<file path="config.mk">
export PLATFORM = sky130hd
export DESIGN_NAME = pipe_sel_mux_reg
export DESIGN_NICKNAME = d
export VERILOG_FILES = /design/src/rtl/pipe_mux_pkg.sv /design/src/rtl/pipe_sel_mux_reg_sel_mux_comb.sv /design/src/rtl/pipe_sel_mux_reg.sv
export SDC_FILE = /design/constraint.sdc
export NUM_CORES = 1
export LEC_CHECK = 0
export BUFFER_PORTS_ARGS = -buffer_cell sky130_fd_sc_hd__buf_2
export CORE_MARGIN = 3
export CORE_UTILIZATION = 55
export CTS_CLUSTER_SIZE = 14
export DETAILED_ROUTE_END_ITERATION = 12
export HOLD_SLACK_MARGIN = 0.08
export PLACE_DENSITY_LB_ADDON = 0.1
export SYNTH_ARGS = -nofsm -noshare
export SYNTH_HDL_FRONTEND = slang
export SYNTH_SLANG_ARGS = --single-unit
</file>
<file path="constraint.sdc">
create_clock -name clk -period 4.8 [get_ports clk]
set_input_delay 0.96 -clock clk [delete_from_list [all_inputs] [get_ports clk]]
set_output_delay 0.96 -clock clk [all_outputs]
set_load 0.03 [all_outputs]
</file>
<file path="src/rtl/pipe_mux_pkg.sv">
// pipe_mux_pkg: shared constants and helpers for the saturating select mux family.
package pipe_mux_pkg;
   localparam int MUX_MAX_IN = 16;
   function automatic int clog2_f(input int v);
      int r;
      r = 0;
      for (int i = 0; i < 31; i++) r = ((1 << r) < v) ? r + 1 : r;
      return r;
   endfunction
   function automatic int sat_sel(input int sel, input int n);
      return (sel >= n - 1) ? n - 1 : sel;
   endfunction
endpackage

</file>
<file path="src/rtl/pipe_sel_mux_reg_sel_mux_comb.sv">
// sel_mux_comb: combinational NUM_IN:1 select; out-of-range selects saturate to the top input.
module sel_mux_comb
   import pipe_mux_pkg::*;
#(
   parameter int WIDTH  = 32,
   parameter int NUM_IN = 3,
   parameter int SEL_W  = 2
) (
   input  logic [NUM_IN*WIDTH-1:0] data,
   input  logic [SEL_W-1:0]        sel,
   output logic [WIDTH-1:0]        y
);
   // Every select code maps to a real input, so the lookup needs no range guard.
   logic [WIDTH-1:0] src [2**SEL_W];
   for (genvar k = 0; k < 2**SEL_W; k++) begin : g_src
      assign src[k] = data[sat_sel(k, NUM_IN)*WIDTH +: WIDTH];
   end
   assign y = src[sel];
endmodule

</file>
<file path="src/rtl/pipe_sel_mux_reg.sv">
// pipe_sel_mux_reg: registered saturating select with valid/ready and a 2-entry skid.
// Define PIPE_SEL_MUX_SEL_CHECK_EN to enable the sticky out-of-range select flag sel_err.
module pipe_sel_mux_reg
   import pipe_mux_pkg::*;
#(
   parameter int WIDTH  = 32,
   parameter int NUM_IN = 3,
   parameter int SEL_W  = 2
) (
   input  logic                    clk,
   input  logic                    rst_n,
   input  logic [NUM_IN*WIDTH-1:0] in_data,
   input  logic [SEL_W-1:0]        in_sel,
   input  logic                    in_valid,
   output logic                    in_ready,
   input  logic                    flush,
   output logic [WIDTH-1:0]        out_data,
   output logic                    out_valid,
   input  logic                    out_ready,
   output logic                    sel_err
);
   if (NUM_IN < 2 || NUM_IN > MUX_MAX_IN || SEL_W < clog2_f(NUM_IN)) begin : g_bad_cfg
      $fatal(1, "pipe_sel_mux_reg: NUM_IN must be 2..16 and 2**SEL_W >= NUM_IN");
   end
   logic [WIDTH-1:0] sel_data, skid_data;
   logic             skid_valid, accept, load, have;
   sel_mux_comb #(.WIDTH(WIDTH), .NUM_IN(NUM_IN), .SEL_W(SEL_W)) u_mux (
      .data(in_data),
      .sel (in_sel),
      .y   (sel_data)
   );
   assign accept = in_valid & in_ready;
   assign load   = !out_valid | out_ready;
   assign have   = skid_valid | accept;
   // in_ready is the registered inverse of the next skid state, keeping out_ready off the ready path.
   always_ff @(posedge clk or negedge rst_n) begin
      if (!rst_n) begin
         out_valid  <= 1'b0;
         out_data   <= '0;
         skid_valid <= 1'b0;
         skid_data  <= '0;
         in_ready   <= 1'b1;
      end else if (flush) begin
         out_valid  <= 1'b0;
         skid_valid <= 1'b0;
         in_ready   <= 1'b1;
      end else begin
         out_valid  <= load ? have : 1'b1;
         skid_valid <= !load & have;
         in_ready   <= load | !have;
         if (load & have) out_data <= skid_valid ? skid_data : sel_data;
         if (!load & accept) skid_data <= sel_data;
      end
   end
`ifdef PIPE_SEL_MUX_SEL_CHECK_EN
   always_ff @(posedge clk or negedge rst_n) begin
      if (!rst_n) sel_err <= 1'b0;
      else if (accept && 32'(in_sel) >= NUM_IN) sel_err <= 1'b1;
   end
`else
   assign sel_err = 1'b0;
`endif
endmodule

</file>
* After elaboration in Yosys (flattened, before gate mapping)
Cells that the tools add are included.
Operators by class: $lt $le $gt $ge 1, multiplexer cells 8, bitwise gates (word level) 9, reduce and logical (&&, ||, !) cells 5
Operators with widths (count):
- 32-bit 2-to-1 mux | 3
- 32-bit binary-select mux with 2-bit select | 1
- 1-bit AND | 4
- 1-bit 2-to-1 mux | 4
- 2-bit AND reduction | 2
- 3-bit >= comparator, second input constant | 1
- 1-bit zero test | 3
- 2-bit NOT with 3-bit output | 1
- 1-bit OR | 3
- 1-bit NOT | 1
Storage, ports and cells: register bits after elaboration 67, input port bits 103, output and inout bits 35, word-level logic and storage cells 28

* Depth between registers and ports, before layout
Gate-level depths: netlist (run 1).
depth after elaboration 5, depth in mapped cells 6

* By module
Synthesis (run 1) repeated with hierarchy kept, for this count alone.
Second synthesis, totals: cells, all modules 290, area total of the unflattened synthesis 3647.2 sq um
Modules (own cells, without submodules):
- pipe_sel_mux_reg | times used 1, cells each 183, area an instance 2932.8 sq um
- sel_mux_comb | times used 1, cells each 107, area an instance 714.4 sq um

* Least setup slack after synthesis (run 1)
Ideal clock, no wire load.
kind input -> register, start point input port in_sel[0], end point register out_data[23], library setup time 0.125 ns, data arrival time 2.032 ns, slack 2.643 ns, stages 5, buffers on the path 2, path through buf_6 buf_12 mux2_4 o311a_1 mux2_4
On the way: cells in the longest elaborated chain, start to end 5
Ends and longest elaborated chain:
- start, declared | RTL line pipe_sel_mux_reg.sv:13 | input logic [SEL_W-1:0] in_sel,
- 2-bit NOT with 3-bit output (not written as such) | RTL line pipe_sel_mux_reg_sel_mux_comb.sv:18 | assign y = src[sel];
- 32-bit binary-select mux with 2-bit select | RTL line pipe_sel_mux_reg_sel_mux_comb.sv:18
- 32-bit 2-to-1 mux (not written as such) (2 in a row) | RTL line pipe_sel_mux_reg_sel_mux_comb.sv:18
- 32-bit 2-to-1 mux | RTL line pipe_sel_mux_reg.sv:51 | if (load & have) out_data <= skid_valid ? skid_data : sel_data;
- end signal, assigned | RTL line pipe_sel_mux_reg.sv:51
- end, declared | RTL line pipe_sel_mux_reg.sv:17 | output logic [WIDTH-1:0] out_data,
Every way passes these cells. The select of a mux whose other input is x is not followed. A chain may end at the register's enable or synchronous reset.

* Worst setup path after layout (run 1)
start point input port in_sel[0], end point register out_data[10]
Same word-level chain as after synthesis.

==> results by group, run 1 <==
Global route
  – Vias in the first global route: 3361
  – Initial antenna violation count: 0
  – Global route overflow: 0
  – First-pass GRT wire length: 16300 um
  – Largest net degree at the start of global routing: 56
  – Overall Global Routing Usage: 0.234

Setup path
  – Critical path capture point type: register
  – Slowest cell on crit path: buf_2
  – Cells on worst reg2reg path: 4
  – Crit Path Max Fanout: 32
  – Delay-heaviest family, CP: buffers and inverters
  – FF-to-FF End: out_data[4]
  – Crit path cell chain: buf_2, mux2_2, o311a_1, mux2_2
  – Worst path bufs/invs: 1
  – Reg2Reg Setup Slack: 2440 ps
  – Worst setup SP type: primary input
  – Worst path max stage delay: 770 ps
  – CP most frequent cell: mux2_2
  – CP required: 5020 ps
  – RR Startpoint: skid_valid
  – Worst Path Arrival: 2710 ps
  – Type of the worst setup path: in -> reg

Layout
  – FILL cells: 593
  – Final #Nets: 581
  – Layout cells sized above 1: 0.482
  – Area of the multi-input gates: 0.00227 mm2
  – Syn-to-layout area delta: 18.6%
  – Seq. cell area: 0.00168 mm2
  – Final cell count without fillers: 580
  – Diode count: 0

Floorplanning
  – Core Area: 0.00733 mm2
  – Starting Density: 0.570
  – Die height: 93.2 um
  – Die ar.: 0.00868 mm2
  – Num rows: 31
  – Num ports: 138
  – Die width: 93.2 um

Pwr
  – Sw Share: 0.336
  – Comb pwr share: 0.325
  – PD cells: 343 mW/mm2
  – VDD IR max: 0.207 mV
  – P_sw: 0.571 mW
  – Clk pwr share: 0.225
  – Sequential Power Share: 0.450
  – Static Leakage: 2.39 nW
  – Int Power: 1.13 mW

Clock tree
  – Worst skew pair latency: 340 ps
  – Worst-path clk slew: 70 ps
  – H-tree Lvls: 3
  – CTS Hold Bufs: 0
  – CTS buffer count: 9
  – CTS tree: yes
  – Clk root buf: clkbuf_8
  – Resize count post-CTS: 0
  – # Post-CTS Setup Buffers: 0
  – Sink Count: 67
  – Clk buf depth: 2

Outcome
  – Status: finished, final reports clean

Timing
  – Worst hold slack: 481 ps
  – Max Freq: 0.401 GHz
  – Final setup viols: 0
  – Worst Max-Slew Pin Slew: 1030 ps
  – RSZ-0062 raised after global routing: no
  – Period utilization: 0.520
  – Endpoints failing hold: 0
  – Worst clock skew: 7.05 ps
  – Setup_tns: 0 ps
  – Final min period: 2500 ps
  – Slew headroom: 0.313
  – Slew Limit Fails: 0

Worst hold path
  – Hold path startpoint: skid_data[0]
  – Hold Crit Endpoint: skid_data[0]
  – Hold Crit Depth: 1
  – Worst min-delay path class: reg -> reg

Route
  – Routed Wire Length: 10200 um
  – Post-route ant nets: 0
  – DR vias/cell: 5.80
  – DRT iter0 DRCs: 161
  – Wirelength per Cell: 17.5 um
  – DRC: 0
  – Drt pass-1 iters: 4
  – Vias: 3364

Synth
  – Synthesized cell area: 0.00418 mm2
  – Post-synthesis sequential area ratio: 0.401
  – Syn nets: 466
  – #FFs+latches synth: 67
  – Syn Inst Count: 363
  – YS warnings: 0
  – Synth cell types: 29
  – Mean Syn Cell Area: 11.5 um2

Flow run
  – Max Cap Violations: 0

Placement
  – Count of input and output buffers: 136
  – Post-DP HPWL: 6730 um
  – Cell Count Post-Placement: 566
  – GPL Wtd Cong: 0.782
[per-stage QoR]
step | setup WS, ps | power [mW] | util | area [um2]
after floorplan | 2640 | 1.16 | - | 4180
after global placement | 2000 | 1.31 | 0.656 | 4810
after detailed placement | 1960 | 1.33 | 0.656 | 4810
after CTS | 2320 | 1.71 | 0.676 | 4960
after global routing | 2160 | 1.78 | 0.676 | 4960
final | 2300 | 1.70 | 0.676 | 4960
[cell usage in the layout, fill, tap and decap left out, drive strengths merged, types with 21 or more instances in the layout]
cell type / instances
or3b: 21
o21ai: 42
mux2i: 32
mux2: 53
nor2b: 23
o311a: 21
dfrtp: 66
buf: 142
nand2b: 22
[worst max-delay path by stage]
stage                     startpoint      endpoint  slack [ps]  cells past startpoint
after detailed placement   in_sel[0]  out_data[10]        1960                      4
after global placement     in_sel[0]  out_data[10]        2000                      4
after global routing       in_sel[1]  skid_data[0]        2160                      5
final                      in_sel[0]  out_data[10]        2300                      4
after CTS                  in_sel[0]  out_data[10]        2320                      4
after floorplan            in_sel[0]  out_data[23]        2640                      5
[routing by layer]
layer,wire length (um),GRT usage,vias up
met5,0,0,-
met1,4520,0.323,1667
li1,-,-,1580
met3,574,0.0322,9
met2,4940,0.386,108
met4,120,0.0659,0
[cells in the mapped netlist]
cell type / number / area (um2)
a2111oi_0: 11 / 96.3
a21o_1: 11 / 82.6
a21oi_1: 2 / 10.0
a221oi_1: 11 / 96.3
buf_1: 1 / 3.75
buf_12: 3 / 60.1
buf_2: 12 / 60.1
buf_4: 4 / 30.0
buf_6: 1 / 11.3
clkbuf_1: 17 / 63.8
clkinv_1: 1 / 3.75
conb_1: 1 / 3.75
dfrtp_1: 66 / 1650
dfstp_2: 1 / 26.3
inv_1: 2 / 7.51
mux2_2: 17 / 191
mux2_4: 36 / 541
mux2i_1: 32 / 320
nand2b_1: 22 / 138
nand4b_1: 1 / 8.76
nor2_1: 1 / 3.75
nor2b_1: 23 / 144
nor3_2: 1 / 10.0
o21ai_0: 42 / 210
o311a_1: 21 / 210
or2_2: 1 / 6.26
or3_1: 1 / 6.26
or3b_1: 1 / 8.76
or3b_2: 20 / 175
[registers in the layout (all words and copies together) (netlist names)]
register	flops
out_valid	1
skid_valid	1
in_ready	1
out_data	32
skid_data	32
[power groups by stage]
| stage | registers (mW) | clock network [mW] | logic, mW |
|---|---|---|---|
| 4_1_cts | 0.765 | 0.387 | 0.559 |
| 3_3_place_gp | 0.767 | 0 | 0.545 |
| 2_1_floorplan | 0.890 | 0 | 0.268 |
| 6_report | 0.765 | 0.383 | 0.553 |
| 3_5_place_dp | 0.773 | 0 | 0.557 |
| 5_1_grt | 0.779 | 0.407 | 0.598 |
[cells by family (layout without fill, tap and decap cells)]
kind of cell | count (synthesis) | after routing | share of synthesized area
AOI/OAI and AO/OA | 98 | 98 | 0.169
buffers and inverters | 41 | 159 | 0.0575
DFF | 67 | 67 | 0.401
muxes | 85 | 85 | 0.252
other | 1 | 1 | 0.000897
and+or+nand+nor | 71 | 71 | 0.120
[worst reg2reg max path, delay by kind of cell, from the launching register on]
| family | cells | cell delay (ps) |
|---|---|---|
| AOI/OAI and AO/OA | 1 | 250 |
| and+or+nand+nor | 1 | 640 |
| muxes | 1 | 320 |
| DFF | 1 | 680 |
| buffers and inverters | 1 | 360 |
[final cells by class]
type | count | share of cell area
tap | 99 | 0.0250
inverter | 3 | 0.00227
clock buffer | 10 | 0.0258
clock inverter | 4 | 0.00404
sequential | 67 | 0.339
multi-input combinational | 255 | 0.458
timing repair buffer | 142 | 0.146
Note: power is estimated with default switching activity, not from simulation.
==> run 2, diff against run 1 <==
--- a/config.mk
+++ b/config.mk
@@ -7,7 +7,7 @@
 export LEC_CHECK = 0
 export BUFFER_PORTS_ARGS = -buffer_cell sky130_fd_sc_hd__buf_2
 export CORE_MARGIN = 3
-export CORE_UTILIZATION = 55
+export CORE_UTILIZATION = 46
 export CTS_CLUSTER_SIZE = 14
 export DETAILED_ROUTE_END_ITERATION = 12
 export HOLD_SLACK_MARGIN = 0.08
==> constraint.sdc (replaced) <==
create_clock -name clk -period 2 [get_ports clk]
set_input_delay 0.4 -clock clk [delete_from_list [all_inputs] [get_ports clk]]
set_output_delay 0.4 -clock clk [all_outputs]
set_load 0.03 [all_outputs]
==> run 2 against run 1 <==
  * Clock power increased to 3.0 times the previous value
  * Non-clock buffer count increased by 6
  * Cell count increased by 2.8%
  * Combinational power increased by 140%
  * Total power increased to 2.5 times the previous value
  * Count of clock-buffer cells in the layout increased by 3
  * Largest cell class unchanged
  * Largest power group unchanged
==> results by group, run 2 (synthesis gave the netlist of run 1 again) <==
Timing
  – RSZ-0062 raised after global routing: no
  – Final setup viols: 0
  – Final min period: 1670 ps
  – Max Freq: 0.599 GHz
  – Worst Max-Slew Pin Slew: 601 ps
  – Slew headroom: 0.599
  – Worst clock skew: 6.13 ps
  – Slew Limit Fails: 0
  – Period utilization: 0.834
  – Final WS setup: 332 ps
  – Worst hold slack: 68.3 ps
  – Setup_tns: 0 ps
  – Endpoints failing hold: 0

Placement
  – Count of input and output buffers: 136
  – GPL Wtd Cong: 0.776
  – DP Worst Slack: 219 ps
  – Post-DP HPWL: 6940 um

Route
  – Routed Wire Length: 10400 um
  – Post-route ant nets: 0
  – DRC: 0
  – Wirelength per Cell: 17.5 um
  – Drt pass-1 iters: 4
  – DR vias/cell: 5.63
  – DRT iter0 DRCs: 113
  – Vias: 3353

Global route
  – Overall Global Routing Usage: 0.209
  – Met3 GRT Util: 0.0503
  – Vias in the first global route: 3494
  – Met1 Track Usage GR: 0.272
  – Initial antenna violation count: 0
  – GR Util met2: 0.353
  – Gr busiest metal: met2
  – Global route overflow: 0
  – Largest net degree at the start of global routing: 68
  – First-pass GRT wire length: 17100 um

Floorplanning
  – Core Area: 0.00876 mm2
  – Die width: 101 um
  – Num ports: 138
  – Die height: 101 um
  – Num rows: 34
  – Starting Density: 0.477
  – Die ar.: 0.0103 mm2

Setup path
  – CP required: 2280 ps
  – Worst setup SP type: register
  – Worst Path Arrival: 1950 ps
  – Type of the worst setup path: reg -> reg
  – Worst path max stage delay: 470 ps
  – Delay-heaviest family, CP: buffers and inverters
  – Worst path bufs/invs: 2
  – Critical path capture point type: register
  – Slowest cell on crit path: a221oi_1
  – Crit Path Max Fanout: 22
  – Crit path cell chain: buf_4, inv_1, a221oi_1, mux2_2

Layout
  – Syn-to-layout area delta: 22.5%
  – Most common library cell in the layout ignoring fill and taps: buf_2
  – Most frequent cells in the layout: buf_2, dfrtp_1, o21ai_0
  – Diode count: 0
  – Layout cells sized above 1: 0.488
  – Biggest regs: out_data (32), skid_data (32)
  – Final #Nets: 587

Pwr
  – Static Leakage: 2.46 nW
  – Clk pwr share: 0.263
  – Sw Share: 0.318
  – VDD IR max: 0.422 mV
  – Int Power: 2.94 mW
  – P_sw: 1.37 mW
  – Comb pwr share: 0.313
  – Sequential Power Share: 0.424
  – PD cells: 841 mW/mm2

Flow run
  – Max Cap Violations: 0

Clock tree
  – Resize count post-CTS: 0
  – Worst skew pair latency: 340 ps
  – Worst-path clk slew: 70 ps
  – # Post-CTS Setup Buffers: 0
  – Clk root buf: clkbuf_8
  – H-tree Lvls: 3
  – CTS Hold Bufs: 0
  – Clk buf depth: 2
  – CTS tree: yes
  – Sink Count: 67
  – CTS buffer count: 9

Worst hold path
  – Worst min-delay path class: in -> async

Outcome
  – Status: finished, final reports clean
==> run 2: changes by cell type in the layout (fill, tap and decap cells not counted) <==
cell,delta
buf_12,+5
clkinv_2,-3
clkbuf_8,+2
buf_4,+1
bufinv_16,+1
clkbuf_1,+1
==> run 2: worst paths after layout <==
path                               from             to  slack [ps]  cells past startpoint
max in group asynchronous         rst_n       in_ready        1600                      2
max                          skid_valid    out_data[9]         330                      4
min reg2reg                skid_data[9]   skid_data[9]         480                      1
min                               rst_n   out_data[24]          70                      2
max reg2reg                  skid_valid    out_data[9]         330                      4
min in group clk            in_data[77]  skid_data[13]         360                      3
==> run 2: cell type report <==
type / instances / area, um2
clock buffer: 13 / 159
fill: 769 / 3640
sequential: 67 / 1680
timing repair buffer: 148 / 833
clock inverter: 2 / 35.0
inverter: 3 / 11.3
multi-input combinational: 255 / 2270
tap: 108 / 135
==> run 2: per-layer routing <==
metal | wire length [um] | share of wire | vias up
met2 | 5290 | 0.51 | 96
met5 | 0 | 0 | -
met1 | 4460 | 0.43 | 1650
met3 | 568 | 0.055 | 11
li1 | - | - | 1596
met4 | 98 | 0.0094 | 0
==> run 2: power by group through the flow <==
stage,sequential [mW],clock (mW),combinational (mW)
floorplan,2.14,0,0.643
global placement,1.84,0,1.34
detailed placement,1.85,0,1.36
CTS,1.83,1.17,1.37
global route,1.87,1.22,1.47
finish,1.83,1.13,1.35
==> run 2: stage by stage <==
stage | util | instance area (um2) | cells | power, mW
4_1_cts | 0.584 | 5120 | 596 | 4.37
6_report | 0.584 | 5120 | 596 | 4.31
5_1_grt | 0.584 | 5120 | 596 | 4.55
2_1_floorplan | - | 4180 | 363 | 2.78
3_3_place_gp | 0.562 | 4930 | 581 | 3.18
3_5_place_dp | 0.562 | 4930 | 581 | 3.21
==> run 3, diff against run 2 <==
==> constraint.sdc (replaced) <==
create_clock -name clk -period 1.4 [get_ports clk]
set_input_delay 0.28 -clock clk [delete_from_list [all_inputs] [get_ports clk]]
set_output_delay 0.28 -clock clk [all_outputs]
set_load 0.03 [all_outputs]
==> run 3 against run 2 <==
  * Register-to-register slack worse by 550 ps
  * Design area up 20%
  * The flow now finishes with violations (setup timing)
  * Sequential power increased by 45%
  * Sequential cell count stayed put
  * First-iteration DRC count up 8.8%
==> results by group, run 3 (synthesis gave the netlist of run 1 again) <==
Pwr
  – P_sw: 2.25 mW
  – VDD IR max: 0.781 mV
  – Static Leakage: 2.87 nW
  – Sequential Power Share: 0.380
  – PD cells: 1150 mW/mm2
  – Clk pwr share: 0.285
  – Total Power: 7.01 mW
  – Comb pwr share: 0.336
  – Sw Share: 0.320
  – Int Power: 4.77 mW

Timing
  – Final WS setup: -223 ps
  – RSZ-0062 raised after global routing: yes
  – Max Freq: 0.616 GHz
  – Worst hold slack: 235 ps
  – Endpoints failing hold: 0
  – Slew Limit Fails: 0
  – Final min period: 1620 ps
  – Period utilization: 1.16
  – Slew headroom: 0.682
  – Final setup viols: 64
  – Setup_tns: -8680 ps
  – Worst clock skew: 9.23 ps
  – Worst Max-Slew Pin Slew: 464 ps

Floorplanning
  – Num rows: 34
  – Die width: 101 um
  – Core Area: 0.00876 mm2
  – Die height: 101 um
  – Num ports: 138
  – Die ar.: 0.0103 mm2
  – Starting Density: 0.477

Route
  – Vias: 3661
  – Drt pass-1 iters: 4
  – Post-route ant nets: 0
  – Routed Wire Length: 12500 um
  – DRT iter0 DRCs: 123
  – DRC: 0
  – DR vias/cell: 5.73
  – Wirelength per Cell: 19.6 um

Layout
  – Biggest regs: out_data (32), skid_data (32)
  – Fin util: 0.699
  – Syn-to-layout area delta: 46.5%
  – FILL cells: 654
  – Area of the multi-input gates: 0.00269 mm2
  – Layout cells sized above 1: 0.625
  – Final #Nets: 629
  – Most common library cell in the layout ignoring fill and taps: buf_2
  – Seq. cell area: 0.00168 mm2
  – Diode count: 0
  – Most frequent cells in the layout: buf_2, dfrtp_1, mux2_4

Clock tree
  – CTS tree: yes
  – CTS buffer count: 9
  – Sink Count: 67
  – Clk root buf: clkbuf_8
  – Worst-path clk slew: 80 ps
  – H-tree Lvls: 3
  – Clk buf depth: 2
  – Worst skew pair latency: 350 ps

Global route
  – Vias in the first global route: 3791
  – Largest net degree at the start of global routing: 68
  – Overall Global Routing Usage: 0.247
  – Global route overflow: 0
  – First-pass GRT wire length: 19700 um
  – Initial antenna violation count: 0

Setup path
  – Crit Path Max Fanout: 8
  – Type of the worst setup path: reg -> reg
  – Worst Path Arrival: 1850 ps
  – Critical path capture point type: register
  – CP required: 1630 ps
  – Worst setup SP type: register

Placement
  – Count of input and output buffers: 136
  – Post-DP HPWL: 7560 um
  – GPL Wtd Cong: 0.730

Worst hold path
  – Worst min-delay path class: in -> reg

Outcome
  – Status: complete, but fails checks
  – Violated checks: setup timing

Flow run
  – Max Cap Violations: 0
==> run 3: worst paths after layout <==
path	start	endpoint	slack, ps	depth (start not counted)
setup / recovery	skid_valid	out_data[16]	-220	6
hold / removal	in_data[88]	skid_data[24]	230	3
setup reg to reg	skid_valid	out_data[16]	-220	6
hold reg to reg	skid_data[5]	skid_data[5]	490	1
max in group asynchronous	rst_n	in_ready	590	3
min in group asynchronous	rst_n	out_data[24]	480	3
==> run 3: power groups by stage <==
stage	Combinational [mW]	Sequential (mW)	Clock, mW
final	2.35	2.66	2.00
after global routing	2.52	2.72	2.10
after CTS	2.27	2.64	2.03
after detailed placement	2.04	2.65	0
after global placement	1.99	2.65	0
after floorplan	0.966	3.05	0
==> run 3: per-stage QoR <==
step / cells / cell area (um2) / worst slack, ps
after floorplan: 363 / 4260 / -251
after global placement: 596 / 5130 / -327
after detailed placement: 596 / 5130 / -355
after CTS: 638 / 6020 / -210
after global routing: 639 / 6120 / -253
final: 639 / 6120 / -223
==> run 3: critical path: stages, from the launching register on <==
cell	delay (ps)
dfrtp_2	440
buf_6	140
buf_8	130
buf_8	130
buf_6	110
o311a_1	290
mux2_4	260
==> run 3: area by class of cell <==
type | count | area share
clock buffer | 11 | 0.0231
clock inverter | 5 | 0.0163
inverter | 3 | 0.00245
multi-input combinational | 258 | 0.438
sequential | 67 | 0.274
tap | 108 | 0.0221
timing repair buffer | 186 | 0.222
timing repair inverter | 1 | 0.00123
==> run 3: per-layer routing <==
metal | global-route usage | part of all wire | vias to the layer above
li1 | - | - | 1695
met1 | 0.325 | 0.44 | 1825
met2 | 0.416 | 0.49 | 132
met3 | 0.0585 | 0.058 | 9
met4 | 0.0511 | 0.0086 | 0
met5 | 0 | 0 | -
==> run 3: timing repair <==
item / CTS / global route
endpoints found under the hold margin: 66 / 0
cloned: 8 / 2
buffers inserted: 18 / 2
hold buffers: 1 / 0
endpoints found under the setup margin: 65 / 64
gates resized for setup: 127 / 36
pin swaps: 32 / 12
